<file path="config.mk">
export PLATFORM = sky130hd
export DESIGN_NAME = req_pri_arbiter
export DESIGN_NICKNAME = d
export VERILOG_FILES = /design/src/rtl/arb_pkg.sv /design/src/rtl/pri_pick.sv /design/src/rtl/req_pri_arbiter.sv
export SDC_FILE = /design/constraint.sdc
export NUM_CORES = 1
export LEC_CHECK = 0
export ABC_AREA = 1
export CORE_AREA = 10 10 67 69
export DETAILED_ROUTE_END_ITERATION = 16
export DIE_AREA = 0 0 77 79
export HOLD_SLACK_MARGIN = 0.12
export PLACE_DENSITY_LB_ADDON = 0.25
export SLEW_MARGIN = 20
export SYNTH_ARGS = -nofsm -noshare
export SYNTH_HDL_FRONTEND = slang
export SYNTH_SLANG_ARGS = --single-unit
</file>
<file path="constraint.sdc">
create_clock -name clk -period 3.77 [get_ports clk]
set_input_delay 1.131 -clock clk [delete_from_list [all_inputs] [get_ports clk]]
set_output_delay 1.131 -clock clk [all_outputs]
set_load 0.1 [all_outputs]
</file>
<file path="src/rtl/arb_pkg.sv">
// +------------------------------------------------------------------+
// | arb_pkg: shared state encoding and sizing for req_pri_arbiter     |
// | Rev 1.0                                                           |
// +------------------------------------------------------------------+
`default_nettype none

package arb_pkg;

    localparam int N_REQ = 4;
    localparam int IDX_W = 2;

    typedef enum logic [1:0] {
        IDLE    = 2'd0,
        GRANT   = 2'd1,
        RELEASE = 2'd2
    } state_t;

endpackage

`default_nettype wire

</file>
<file path="src/rtl/pri_pick.sv">
// +------------------------------------------------------------------+
// | pri_pick: combinational winner select, search base-1, base-2 ... |
// | wrapping modulo N_REQ and ending at base. Rev 1.0                 |
// +------------------------------------------------------------------+
`default_nettype none

module pri_pick
    import arb_pkg::*;
(
    input  logic [N_REQ-1:0] req,
    input  logic [IDX_W-1:0] base,
    output logic [IDX_W-1:0] winner,
    output logic             valid
);

    logic [IDX_W-1:0] cand;

    // Walk from lowest to highest priority so the last hit is the winner.
    always_comb begin
        winner = '0;
        valid  = 1'b0;
        cand   = '0;
        for (int k = N_REQ; k >= 1; k--) begin
            cand = base - IDX_W'(k);
            if (req[cand]) begin
                winner = cand;
                valid  = 1'b1;
            end
        end
    end

endmodule

`default_nettype wire

</file>
<file path="src/rtl/req_pri_arbiter.sv">
// +------------------------------------------------------------------+
// | req_pri_arbiter: 4-way grant/hold/release arbiter with hold limit |
// | Optional macro ROUND_ROBIN_EN rotates priority. Rev 1.0           |
// +------------------------------------------------------------------+
`default_nettype none

module req_pri_arbiter
    import arb_pkg::*;
#(
    parameter int MAX_HOLD = 8,
    parameter int CNT_W    = 8
) (
    input  logic             clk,
    input  logic             rst,
    input  logic             enable,
    input  logic [N_REQ-1:0] req,
    input  logic             done,
    output logic [N_REQ-1:0] grant,
    output logic [IDX_W-1:0] grant_idx,
    output logic             grant_valid,
    output logic             timeout
);

    localparam logic [CNT_W-1:0] HOLD_LIMIT = CNT_W'(MAX_HOLD - 1);

    state_t           state_q, state_d;
    logic [N_REQ-1:0] grant_q, grant_d;
    logic [IDX_W-1:0] grant_idx_q, grant_idx_d;
    logic             timeout_q, timeout_d;
    logic [CNT_W-1:0] hold_cnt_q, hold_cnt_d;

    logic [IDX_W-1:0] pick_base;
    logic [IDX_W-1:0] pick_idx;
    logic             pick_valid;

`ifdef ROUND_ROBIN_EN
    logic [IDX_W-1:0] rr_ptr_q, rr_ptr_d;

    assign pick_base = rr_ptr_q;

    always_ff @(posedge clk) begin
        if (rst) begin
            rr_ptr_q <= '0;
        end else begin
            rr_ptr_q <= rr_ptr_d;
        end
    end

    always_comb begin
        rr_ptr_d = rr_ptr_q;
        if (state_q == IDLE && enable && pick_valid) begin
            rr_ptr_d = pick_idx;
        end
    end
`else
    assign pick_base = '0;
`endif

    pri_pick u_pri_pick (
        .req    (req),
        .base   (pick_base),
        .winner (pick_idx),
        .valid  (pick_valid)
    );

    always_comb begin
        state_d     = state_q;
        grant_d     = grant_q;
        grant_idx_d = grant_idx_q;
        timeout_d   = 1'b0;
        hold_cnt_d  = hold_cnt_q;
        case (state_q)
            IDLE: begin
                grant_d = '0;
                if (enable && pick_valid) begin
                    grant_d     = N_REQ'(1) << pick_idx;
                    grant_idx_d = pick_idx;
                    hold_cnt_d  = '0;
                    state_d     = GRANT;
                end
            end
            GRANT: begin
                // Abort beats completion, completion beats the hold limit.
                if (!enable) begin
                    grant_d = '0;
                    state_d = IDLE;
                end else if (done || !req[grant_idx_q]) begin
                    grant_d = '0;
                    state_d = RELEASE;
                end else if (hold_cnt_q == HOLD_LIMIT) begin
                    grant_d   = '0;
                    timeout_d = 1'b1;
                    state_d   = RELEASE;
                end else begin
                    hold_cnt_d = hold_cnt_q + 1'b1;
                end
            end
            RELEASE: begin
                grant_d = '0;
                state_d = IDLE;
            end
            default: begin
                grant_d = '0;
                state_d = IDLE;
            end
        endcase
    end

    always_ff @(posedge clk) begin
        if (rst) begin
            state_q     <= IDLE;
            grant_q     <= '0;
            grant_idx_q <= '0;
            timeout_q   <= 1'b0;
            hold_cnt_q  <= '0;
        end else begin
            state_q     <= state_d;
            grant_q     <= grant_d;
            grant_idx_q <= grant_idx_d;
            timeout_q   <= timeout_d;
            hold_cnt_q  <= hold_cnt_d;
        end
    end

    assign grant       = grant_q;
    assign grant_idx   = grant_idx_q;
    assign grant_valid = |grant_q;
    assign timeout     = timeout_q;

endmodule

`default_nettype wire

</file>
==> results of run 1 <==
## cells by family (layout without fill, tap and decap cells)
group / after synthesis / after routing / share of synthesized area, %
compound gates: 19 / 19 / 10.8
fa+ha+maj: 1 / 1 / 1.35
buf+inv: 22 / 38 / 9.74
flops: 17 / 17 / 36.8
simple gates: 72 / 72 / 41.3
## sequential cells by signal, summed over array words and instances (netlist names)
register	cells
grant	4
grant_idx	2
hold_cnt_q	8
state_q	2
timeout	1
## area by class of cell
class	instances	area, µm²	area share (%)
sequential	17	340	30.4
timing repair buffer	15	130	11.6
clock buffer	3	22.5	2.01
multi-input combinational	92	494	44.1
inverter	19	71.3	6.36
clock inverter	1	5.00	0.446
tap	46	57.6	5.13
## synthesized netlist by cell type, types with 2 or more instances
master,count,area (µm²)
nor4_1,2,12.5
nor3_1,3,15.0
dfxtp_1,17,340
nand2_1,26,97.6
a21oi_1,14,70.1
nand3_1,14,70.1
o21ai_0,2,10.0
nand3_2,3,30.0
inv_1,15,56.3
nor2_1,14,52.6
inv_2,4,15.0
## metal layers
metal | track usage (%) | wire (µm) | up-vias
met2 | 11.8 | 879 | 20
li1 | - | - | 458
met4 | 2.74 | 10 | 0
met5 | 0 | 0 | -
met1 | 8.49 | 1030 | 373
met3 | 2.93 | 154 | 2
## placed cells by master (no fill, tap or decap)
cell / instances
nand4_4: 1
a21oi_1: 14
o21ai_0: 2
nor2_8: 1
dfxtp_1: 17
nor2_1: 14
clkbuf_4: 3
nor2_4: 1
clkinv_2: 1
nand3_1: 14
o21ai_1: 1
a211oi_1: 1
or4_1: 1
nand4_1: 1
nand2_1: 26
nor3_1: 3
or2_1: 1
clkdlybuf4s50_1: 7
inv_2: 4
nor2_2: 1
ha_1: 1
nand3_2: 3
inv_1: 15
nor3b_1: 1
nor4_1: 2
nand2_2: 1
o21bai_1: 1
nand2_4: 1
buf_4: 8
## critical path, cell delays in order (launching register included)
cell     delay [ns]
dfxtp_1        0.34
or4_1          0.51
buf_4          0.25
## how the worst max path moves through the flow
stage	from	to
finish	grant[3]$_SDFFE_PP0P_	grant_valid
global route	grant[3]$_SDFFE_PP0P_	grant_valid
CTS	grant[3]$_SDFFE_PP0P_	grant_valid
detailed placement	req[2]	hold_cnt_q[1]$_SDFFE_PP0P_
global placement	req[2]	hold_cnt_q[7]$_SDFFE_PP0P_
floorplan	grant[3]$_SDFFE_PP0P_	grant_valid
## power groups by stage
stage | registers [mW] | logic, mW | clock network, mW
finish | 0.189 | 0.0808 | 0.0982
CTS | 0.189 | 0.0815 | 0.103
global placement | 0.194 | 0.0808 | 0
floorplan | 0.214 | 0.0408 | 0
global route | 0.190 | 0.0888 | 0.109
detailed placement | 0.194 | 0.0813 | 0
==> reports/qor.csv, run 1 <==
stage;metric;value;unit
route;drt initial violations;44;
global_route;gr ovfl total;0;
power;power density over the cells;329;nW/µm²
placed_design;Cell Area, Placed;1090;µm²
synth;Mapped Cells;131;
worst_hold_path;hold path endpoint;grant[2]$_SDFFE_PP0P_;
synth;Async SR Flop Fraction;0;%
cells_and_area;Post-Layout Cell Count;193;
outcome;run status;complete, no violations;
worst_setup_path;Reg2Reg Launch Point;hold_cnt_q[0]$_SDFFE_PP0P_;
global_route;largest net degree at the start of global routing;17;
worst_setup_path;critical path fanouts, max;3;
placed_design;RePlAce Congestion;0.801;
cells_and_area;end-of-flow core utilization;34.7;%
clock_network;Clk Latency, worst-skew pair;0.29;ns
floorplan;die width;77;µm
floorplan;core footprint;3230;µm²
power;Leakage;0.448;nW
sta;RSZ-0062 raised after global routing;no;
worst_setup_path;WP data arrival;1.39;ns
power;sequential share of power;51.4;%
placed_design;hpwl dp;1.61;mm
power;VDD IR max;0.125;mV
sta;Final Setup Violations;0;
power;NetSw;122;µW
sta;final hold violations;0;
worst_setup_path;Worst Path Required;2.64;ns
synth;Top FF cell, synth;dfxtp_1;
global_route;vias in the first global route;906;
sta;Period minus WS final;2.52;ns
placed_design;pre-CTS WS;1.14;ns
sta;hold_ws;0.495;ns
sta;Rel. slew slack;61.0;%
power;Internal;246;µW
floorplan;Die Ht;79;µm
worst_setup_path;crit end category;primary output;
floorplan;Ports;16;
synth;synthesized cell area;925;µm²
route;routed wire length per instance;10.8;µm
worst_hold_path;min-delay src;grant[2]$_SDFFE_PP0P_;
clock_network;CTS tree;built;
clock_network;CTS sink cnt;17;
clock_network;CTS root buf;clkbuf_4;
cells_and_area;Filler Cell Count;362;
floorplan;full die area;6080;µm²
worst_hold_path;hold depth;2;
power;Combinational Power Share;21.9;%
worst_setup_path;R2R depth;8;
job;MaxCap Viol Count;0;
worst_setup_path;Setup CP Type;flip-flop to primary output;
power;clock power share;26.7;%
route;routed vias;853;
power;total power;368;µW
worst_hold_path;min-delay worst type;flip-flop to flip-flop;
synth;Post-synth EDFFs;0;
synth;Netlist cell types;28;
clock_network;Hold Buf Count CTS;0;
clock_network;postcts setup bufs;0;
synth;Mapped Nets;140;
cells_and_area;Post-layout nets;157;
worst_setup_path;r2r setup slk;2.31;ns
synth;#FFs+latches synth;17;
sta;setup skew after layout;0.00846;ns
floorplan;Rows;21;
route;Via-to-Cell Ratio;4.42;
synth;Syn Area/Cell;7.06;µm²
worst_setup_path;startpoint types;flip-flop;
clock_network;CTS Buffer Depth;2;
synth;sequential-to-total area share from yosys stat;36.8;%
placed_design;IO Port Bufs;15;
synth;Yosys warning count;0;
sta;setup ws final;1.25;ns
floorplan;Starting Density;28.6;%
cells_and_area;Antenna Cells;0;
clock_network;Reg clk slew, reported paths;0.11;ns
cells_and_area;share of layout cells above drive strength 1;17.0;%
route;Antenna Nets Post-Route;0;
route;Pre-antenna DRT Iters;5;
route;drt drc;0;
placed_design;Cells after DPL;189;
cells_and_area;Syn-to-layout area delta;21.2;%
sta;fmax;0.396;GHz
clock_network;CTS Buf Count;3;
global_route;first-pass GRT wire length;3.77;mm
route;Routed WL;2.08;mm
global_route;gr usage total;7.28;%
power;Sw Ratio;33.2;%
clock_network;H-tree depth;1;
global_route;initial antenna violation count;0;
sta;Final Cycle Share;66.9;%
cells_and_area;Finished Cell Area;1120;µm²
sta;Least-Margin Pin Slew;0.583;ns
worst_setup_path;Reg2Reg Capture Point;hold_cnt_q[4]$_SDFFE_PP0P_;
clock_network;CTS resizes;0;
sta;Final Slew Violations;0;
sta;Post-Route Setup TNS;0;ns
(Power assumes the default switching activity.)
==> run 2, diff against run 1 <==
clock period = 2.1 ns   (was 3.77 ns; I/O delays follow)
==> reports/qor.csv, run 2 (synthesized netlist as in run 1, its figures left out) <==
stage;metric;value;unit;change
floorplan;Rows;21;;unchanged
sta;Least-Margin Pin Slew;0.467;ns;-0.116 ns
floorplan;full die area;6080;µm²;unchanged
sta;setup ws final;0.0867;ns;-1.16 ns
worst_setup_path;max incr delay on CP;0.54;ns;+0.03 ns
sta;fmax;0.497;GHz;
global_route;first-pass GRT wire length;3.93;mm;+4.2%
cells_and_area;Post-Layout Cell Count;198;;+2.6%
clock_network;CTS sink cnt;17;;unchanged
worst_setup_path;critical-path cell list;or4_4 > buf_12;;
sta;Post-Route Setup TNS;0;ns;unchanged
route;Via-to-Cell Ratio;4.54;;+2.7%
clock_network;Clk Latency, worst-skew pair;0.29;ns;about the same
sta;setup skew after layout;0.00918;ns;+0.000721 ns
power;sequential share of power;49.3;%;-2.1 points
sta;final hold violations;0;;unchanged
clock_network;Hold Buf Count CTS;0;;unchanged
route;Routed WL;2.26;mm;+8.7%
sta;Final Slew Violations;0;;unchanged
sta;Rel. slew slack;68.8;%;+7.7 points
floorplan;Ports;16;;unchanged
cells_and_area;Antenna Cells;0;;unchanged
worst_setup_path;startpoint types;flip-flop;;
floorplan;die width;77;µm;unchanged
cells_and_area;end-of-flow core utilization;39.5;%;+4.8 points
global_route;largest net degree at the start of global routing;12;;-5
cells_and_area;Post-layout nets;162;;+3.2%
clock_network;CTS Buf Count;3;;unchanged
clock_network;H-tree depth;1;;unchanged
route;routed wire length per instance;11.4;µm;+5.9%
placed_design;hpwl dp;1.80;mm;+11%
clock_network;CTS root buf;clkbuf_4;;
route;routed vias;899;;+5.4%
power;power density over the cells;547;nW/µm²;+66%
cells_and_area;most frequent cells in the layout;26 x nand2_1, 16 x dfxtp_1, 15 x inv_1;;
global_route;initial antenna violation count;0;;unchanged
power;clock power share;25.1;%;-1.6 points
clock_network;CTS Buffer Depth;2;;unchanged
cells_and_area;Filler Cell Count;341;;-5.8%
sta;Final Cycle Share;95.9;%;
power;Sw Ratio;32.3;%;-0.86 points
cells_and_area;commonest non-fill, non-tap cell in the layout;nand2_1;;
worst_setup_path;Buf/Inv on CP;1;;unchanged
sta;Final Setup Violations;0;;unchanged
global_route;vias in the first global route;952;;+5.1%
global_route;gr usage total;7.82;%;+0.54 points
route;drt initial violations;38;;-14%
cells_and_area;Syn-to-layout area delta;38.0;%;
job;MaxCap Viol Count;0;;unchanged
worst_setup_path;CP max-delay cell;or4_4;;
global_route;gr ovfl total;0;;unchanged
worst_setup_path;crit end category;primary output;;
route;Pre-antenna DRT Iters;4;;-1
power;Combinational Power Share;25.7;%;+3.8 points
clock_network;postcts setup bufs;0;;unchanged
worst_setup_path;critical path fanouts, max;3;;unchanged
sta;RSZ-0062 raised after global routing;no;;
worst_setup_path;WP data arrival;1.38;ns;about the same
worst_setup_path;Worst Path Required;1.47;ns;-1.17 ns
cells_and_area;Largest Register;hold_cnt_q;;
placed_design;pre-CTS WS;-0.0536;ns;-1.19 ns
worst_hold_path;min-delay worst type;flip-flop to flip-flop;;
outcome;run status;complete, no violations;;
worst_setup_path;Largest delay share family, worst path;simple AND/OR/NAND/NOR gates;;
floorplan;Starting Density;28.6;%;unchanged
placed_design;IO Port Bufs;15;;unchanged
clock_network;Reg clk slew, reported paths;0.10;ns;about the same
route;Antenna Nets Post-Route;0;;unchanged
route;drt drc;0;;unchanged
cells_and_area;Largest register FFs;8;;unchanged
floorplan;Die Ht;79;µm;unchanged
placed_design;Cells after DPL;194;;+2.6%
clock_network;CTS tree;built;;
power;total power;698;µW;+89%
cells_and_area;share of layout cells above drive strength 1;21.1;%;+4.0 points
power;NetSw;225;µW;+85%
power;VDD IR max;0.237;mV;+89%
clock_network;CTS resizes;0;;unchanged
placed_design;RePlAce Congestion;0.916;;+14%
power;Internal;472;µW;+92%
sta;Period minus WS final;2.01;ns;
floorplan;core footprint;3230;µm²;unchanged
worst_setup_path;Setup CP Type;flip-flop to primary output;;
power;Leakage;0.501;nW;+12%
## run 2: cell type report
| type | count | area (µm²) | area share, % |
|---|---|---|---|
| clock inverter | 1 | 5.00 | 0.392 |
| clock buffer | 3 | 22.5 | 1.76 |
| multi-input combinational | 92 | 498 | 39.0 |
| inverter | 19 | 71.3 | 5.59 |
| timing repair buffer | 20 | 280 | 22.0 |
| sequential | 17 | 342 | 26.8 |
| tap | 46 | 57.6 | 4.51 |
## run 2: worst reg2reg max path, delay by kind of cell, from the launching register on
kind	cells	cell delay, ns
AOI/OAI and AO/OA	2	0.25
DFF	1	0.40
buffers and inverters	1	0.06
and+or+nand+nor	4	0.50
adders and majority gates	1	0.21
## run 2: worst paths after layout
| path | depth (start not counted) | from | endpoint | slack (ns) |
|---|---|---|---|---|
| setup / recovery | 2 | grant[0]$_SDFFE_PP0P_ | grant_valid | 0.09 |
| hold / removal | 2 | grant[2]$_SDFFE_PP0P_ | grant[2]$_SDFFE_PP0P_ | 0.51 |
| setup reg to reg | 8 | hold_cnt_q[0]$_SDFFE_PP0P_ | hold_cnt_q[4]$_SDFFE_PP0P_ | 0.61 |
| hold reg to reg | 2 | grant[2]$_SDFFE_PP0P_ | grant[2]$_SDFFE_PP0P_ | 0.51 |
## run 2: layer usage
metal	track usage [%]	wire [µm]
met1	8.89	1090
met2	12.2	983
met3	3.94	173
met4	3.28	10
met5	0	0
## run 2: power by group through the flow
stage | clock, mW | sequential, mW | combinational, mW
finish | 0.175 | 0.344 | 0.179
global route | 0.196 | 0.345 | 0.192
CTS | 0.185 | 0.343 | 0.180
detailed placement | 0 | 0.351 | 0.180
global placement | 0 | 0.351 | 0.178
floorplan | 0 | 0.384 | 0.0748
## run 2: metrics by stage
step	area, µm²	hold WS (ns)
after detailed placement	1250	0.485
after global placement	1250	0.488
final	1280	0.507
after global routing	1280	0.536
after floorplan	930	0.476
after CTS	1280	0.506
==> run 3, diff against run 2 <==
CORE_AREA = 10 10 62 64   (was 10 10 67 69)
DIE_AREA = 0 0 72 74   (was 0 0 77 79)
SYNTH_HIERARCHICAL = 1   (was not set)
==> reports/qor.csv, run 3 <==
stage;metric;value;unit;change
global_route;initial antenna violation count;0;;unchanged
worst_setup_path;crit end category;primary output;;
worst_setup_path;Worst Setup SP;grant[1]$_SDFFE_PP0P_;;
cells_and_area;Filler Cell Count;261;;-23%
global_route;gr usage total;10.6;%;+2.8 points
route;Via-to-Cell Ratio;4.95;;+8.9%
synth;Post-synth EDFFs;0;;unchanged
worst_setup_path;critical-path cell list;or4_4 > buf_12;;
synth;Syn Area/Cell;6.25;µm²;-11%
cells_and_area;footprint of the multi-input gates;681;µm²;+37%
floorplan;die width;72;µm;-6.5%
power;VDD IR max;0.513;mV;+120%
cells_and_area;Syn-to-layout area delta;28.9;%;
global_route;gr ovfl total;0;;unchanged
floorplan;Die Ht;74;µm;-6.3%
synth;Top FF cell, synth;dfxtp_1;;
worst_hold_path;min-delay worst type;flip-flop to flip-flop;;
clock_network;Clk Latency, worst-skew pair;0.29;ns;about the same
clock_network;CTS root buf;clkbuf_4;;
cells_and_area;Seq. cell area;342;µm²;unchanged
synth;most common cell in the netlist;nand2_1;;
clock_network;H-tree depth;1;;unchanged
worst_setup_path;max incr delay on CP;0.55;ns;about the same
route;routed vias;1182;;+31%
cells_and_area;share of layout cells above drive strength 1;18.3;%;-2.8 points
floorplan;Rows;19;;-9.5%
clock_network;CTS Buffer Depth;2;;unchanged
placed_design;pre-CTS WS;-0.137;ns;-0.0837 ns
sta;fmax;0.495;GHz;-0.29%
synth;Area contributors post-synth;dfxtp_1 30%, nand2_1 19%, inv_1 7.9%, nor2_1 7.2%, nand3_1 6.6%;;
worst_setup_path;Largest delay share family, worst path;simple AND/OR/NAND/NOR gates;;
route;drt initial violations;85;;+120%
clock_network;CTS Buf Count;3;;unchanged
clock_network;CTS tree;built;;
clock_network;Hold Buf Count CTS;0;;unchanged
synth;sequential-to-total area share from yosys stat;29.8;%;-7.0 points
sta;RSZ-0062 raised after global routing;no;;
placed_design;hpwl dp;2.14;mm;+19%
route;Routed WL;2.62;mm;+16%
synth;Mapped Cells;183;;+40%
synth;Async SR Flop Fraction;0;%;unchanged
worst_hold_path;min-delay src;hold_cnt_q[4]$_SDFFE_PP0P_;;
power;Leakage;0.681;nW;+36%
sta;Final Setup Violations;0;;unchanged
synth;area leader, netlist;dfxtp_1;;
outcome;run status;complete, no violations;;
global_route;vias in the first global route;1138;;+20%
sta;final hold violations;0;;unchanged
clock_network;CTS sink cnt;17;;unchanged
worst_setup_path;WP data arrival;1.39;ns;about the same
global_route;first-pass GRT wire length;4.73;mm;+20%
worst_setup_path;CP max-delay cell;or4_4;;
worst_setup_path;Buf/Inv on CP;1;;unchanged
job;MaxCap Viol Count;0;;unchanged
cells_and_area;Post-Layout Cell Count;239;;+21%
floorplan;Starting Density;43.0;%;+14 points
floorplan;full die area;5330;µm²;-12%
placed_design;Cells after DPL;235;;+21%
worst_setup_path;critical path fanouts, max;3;;unchanged
synth;Yosys warning count;6;;+6
route;drt drc;0;;unchanged
synth;synthesized cell area;1140;µm²;+24%
cells_and_area;Largest Register;hold_cnt_q;;
sta;Final Cycle Share;96.2;%;+0.28 points
synth;Yosys top cell area share;29.8;%;-7.0 points
placed_design;IO Port Bufs;15;;unchanged
placed_design;Cell Area, Placed;1450;µm²;+16%
global_route;largest net degree at the start of global routing;11;;-1
route;routed wire length per instance;10.9;µm;-3.9%
floorplan;core footprint;2660;µm²;-18%
worst_setup_path;Worst Path Required;1.47;ns;about the same
worst_setup_path;Reg2Reg Launch Point;hold_cnt_q[0]$_SDFFE_PP0P_;;
cells_and_area;end-of-flow core utilization;55.4;%;+16 points
route;Pre-antenna DRT Iters;4;;unchanged
placed_design;RePlAce Congestion;0.839;;-8.4%
sta;setup skew after layout;0.00787;ns;-0.00131 ns
cells_and_area;Post-layout nets;218;;+35%
clock_network;CTS resizes;0;;unchanged
worst_setup_path;startpoint types;flip-flop;;
cells_and_area;most frequent cells in the layout;57 x nand2_1, 24 x inv_1, 22 x nor2_1, 16 x dfxtp_1, 15 x nand3_1;;
floorplan;Ports;16;;unchanged
route;Antenna Nets Post-Route;0;;unchanged
cells_and_area;Largest register FFs;8;;unchanged
clock_network;postcts setup bufs;0;;unchanged
synth;#FFs+latches synth;17;;unchanged
cells_and_area;Finished Cell Area;1470;µm²;+15%
sta;Final Slew Violations;0;;unchanged
synth;top post-synthesis cells by count;57 x nand2_1, 24 x inv_1, 22 x nor2_1;;
cells_and_area;commonest non-fill, non-tap cell in the layout;nand2_1;;
power;power density over the cells;574;nW/µm²;+5.0%
worst_setup_path;Setup CP Type;flip-flop to primary output;;
clock_network;Reg clk slew, reported paths;0.10;ns;about the same
cells_and_area;Antenna Cells;0;;unchanged
sta;Period minus WS final;2.02;ns;+0.00594 ns
synth;Netlist cell types;32;;+14%
sta;setup ws final;0.0807;ns;-0.00594 ns
[run 3: cell count changes after synthesis, moves of 2 or more]
cell      before  now
nor2_1        14   22
nand3_2        3    0
nand2_2        1    6
a21oi_1       14   10
inv_2          4    2
nor4_1         2    0
nor3_1         3    1
nand2_1       26   57
nand3b_1       0    3
nor2_2         1    3
inv_1         15   24
[run 3: per-layer routing]
layer  global-route usage (%)  vias to the layer above  wire length (µm)
met5                        0                        -                 0
li1                         -                      615                 -
met2                     18.3                       23              1240
met4                     2.58                        0                30
met3                     5.72                        4               209
met1                     11.0                      540              1140
[run 3: area by class of cell]
| cell class | instances | share of cell area (%) |
|---|---|---|
| Tap cell | 31 | 2.63 |
| Inverter | 28 | 7.47 |
| Multi-Input combinational cell | 138 | 46.2 |
| Timing Repair Buffer | 21 | 18.7 |
| Sequential cell | 17 | 23.2 |
| Clock buffer | 3 | 1.53 |
| Clock inverter | 1 | 0.340 |
[run 3: cells by family after synthesis]
group,after synthesis,share of synthesized area (%)
other,1,0.328
xor gates and xnor gates,1,0.766
adders and majority gates,1,1.09
and+or+nand+nor,116,48.3
buffers and inverters,32,12.4
AOI/OAI and AO/OA,15,7.44
DFF,17,29.8
[run 3: stage by stage]
| step | power [mW] | setup TNS [ns] | hold slack (ns) |
|---|---|---|---|
| after global placement | 0.670 | -0.373 | 0.489 |
| after CTS | 0.848 | 0 | 0.512 |
| after global routing | 0.887 | 0 | 0.538 |
| after floorplan | 0.572 | 0 | 0.462 |
| after detailed placement | 0.676 | -0.999 | 0.498 |
| final | 0.846 | 0 | 0.509 |
[run 3: worst paths after layout]
check | endpoint | slack (ns) | depth (start not counted)
setup / recovery | grant_valid | 0.08 | 2
hold reg to reg | hold_cnt_q[4]$_SDFFE_PP0P_ | 0.51 | 2
setup reg to reg | hold_cnt_q[2]$_SDFFE_PP0P_ | 0.53 | 9
hold / removal | hold_cnt_q[4]$_SDFFE_PP0P_ | 0.51 | 2
[run 3: worst min-delay path, cell delays in order (launching register included)]
cell and delay (ns):
dfxtp_1 0.34, nand3_1 0.08, a21oi_1 0.06
[run 3: report_power, final]
| part | total (mW) | switching [mW] | internal, mW |
|---|---|---|---|
| registers | 0.362 | 0.0222 | 0.340 |
| logic | 0.310 | 0.191 | 0.118 |
| clock network | 0.174 | 0.104 | 0.0709 |
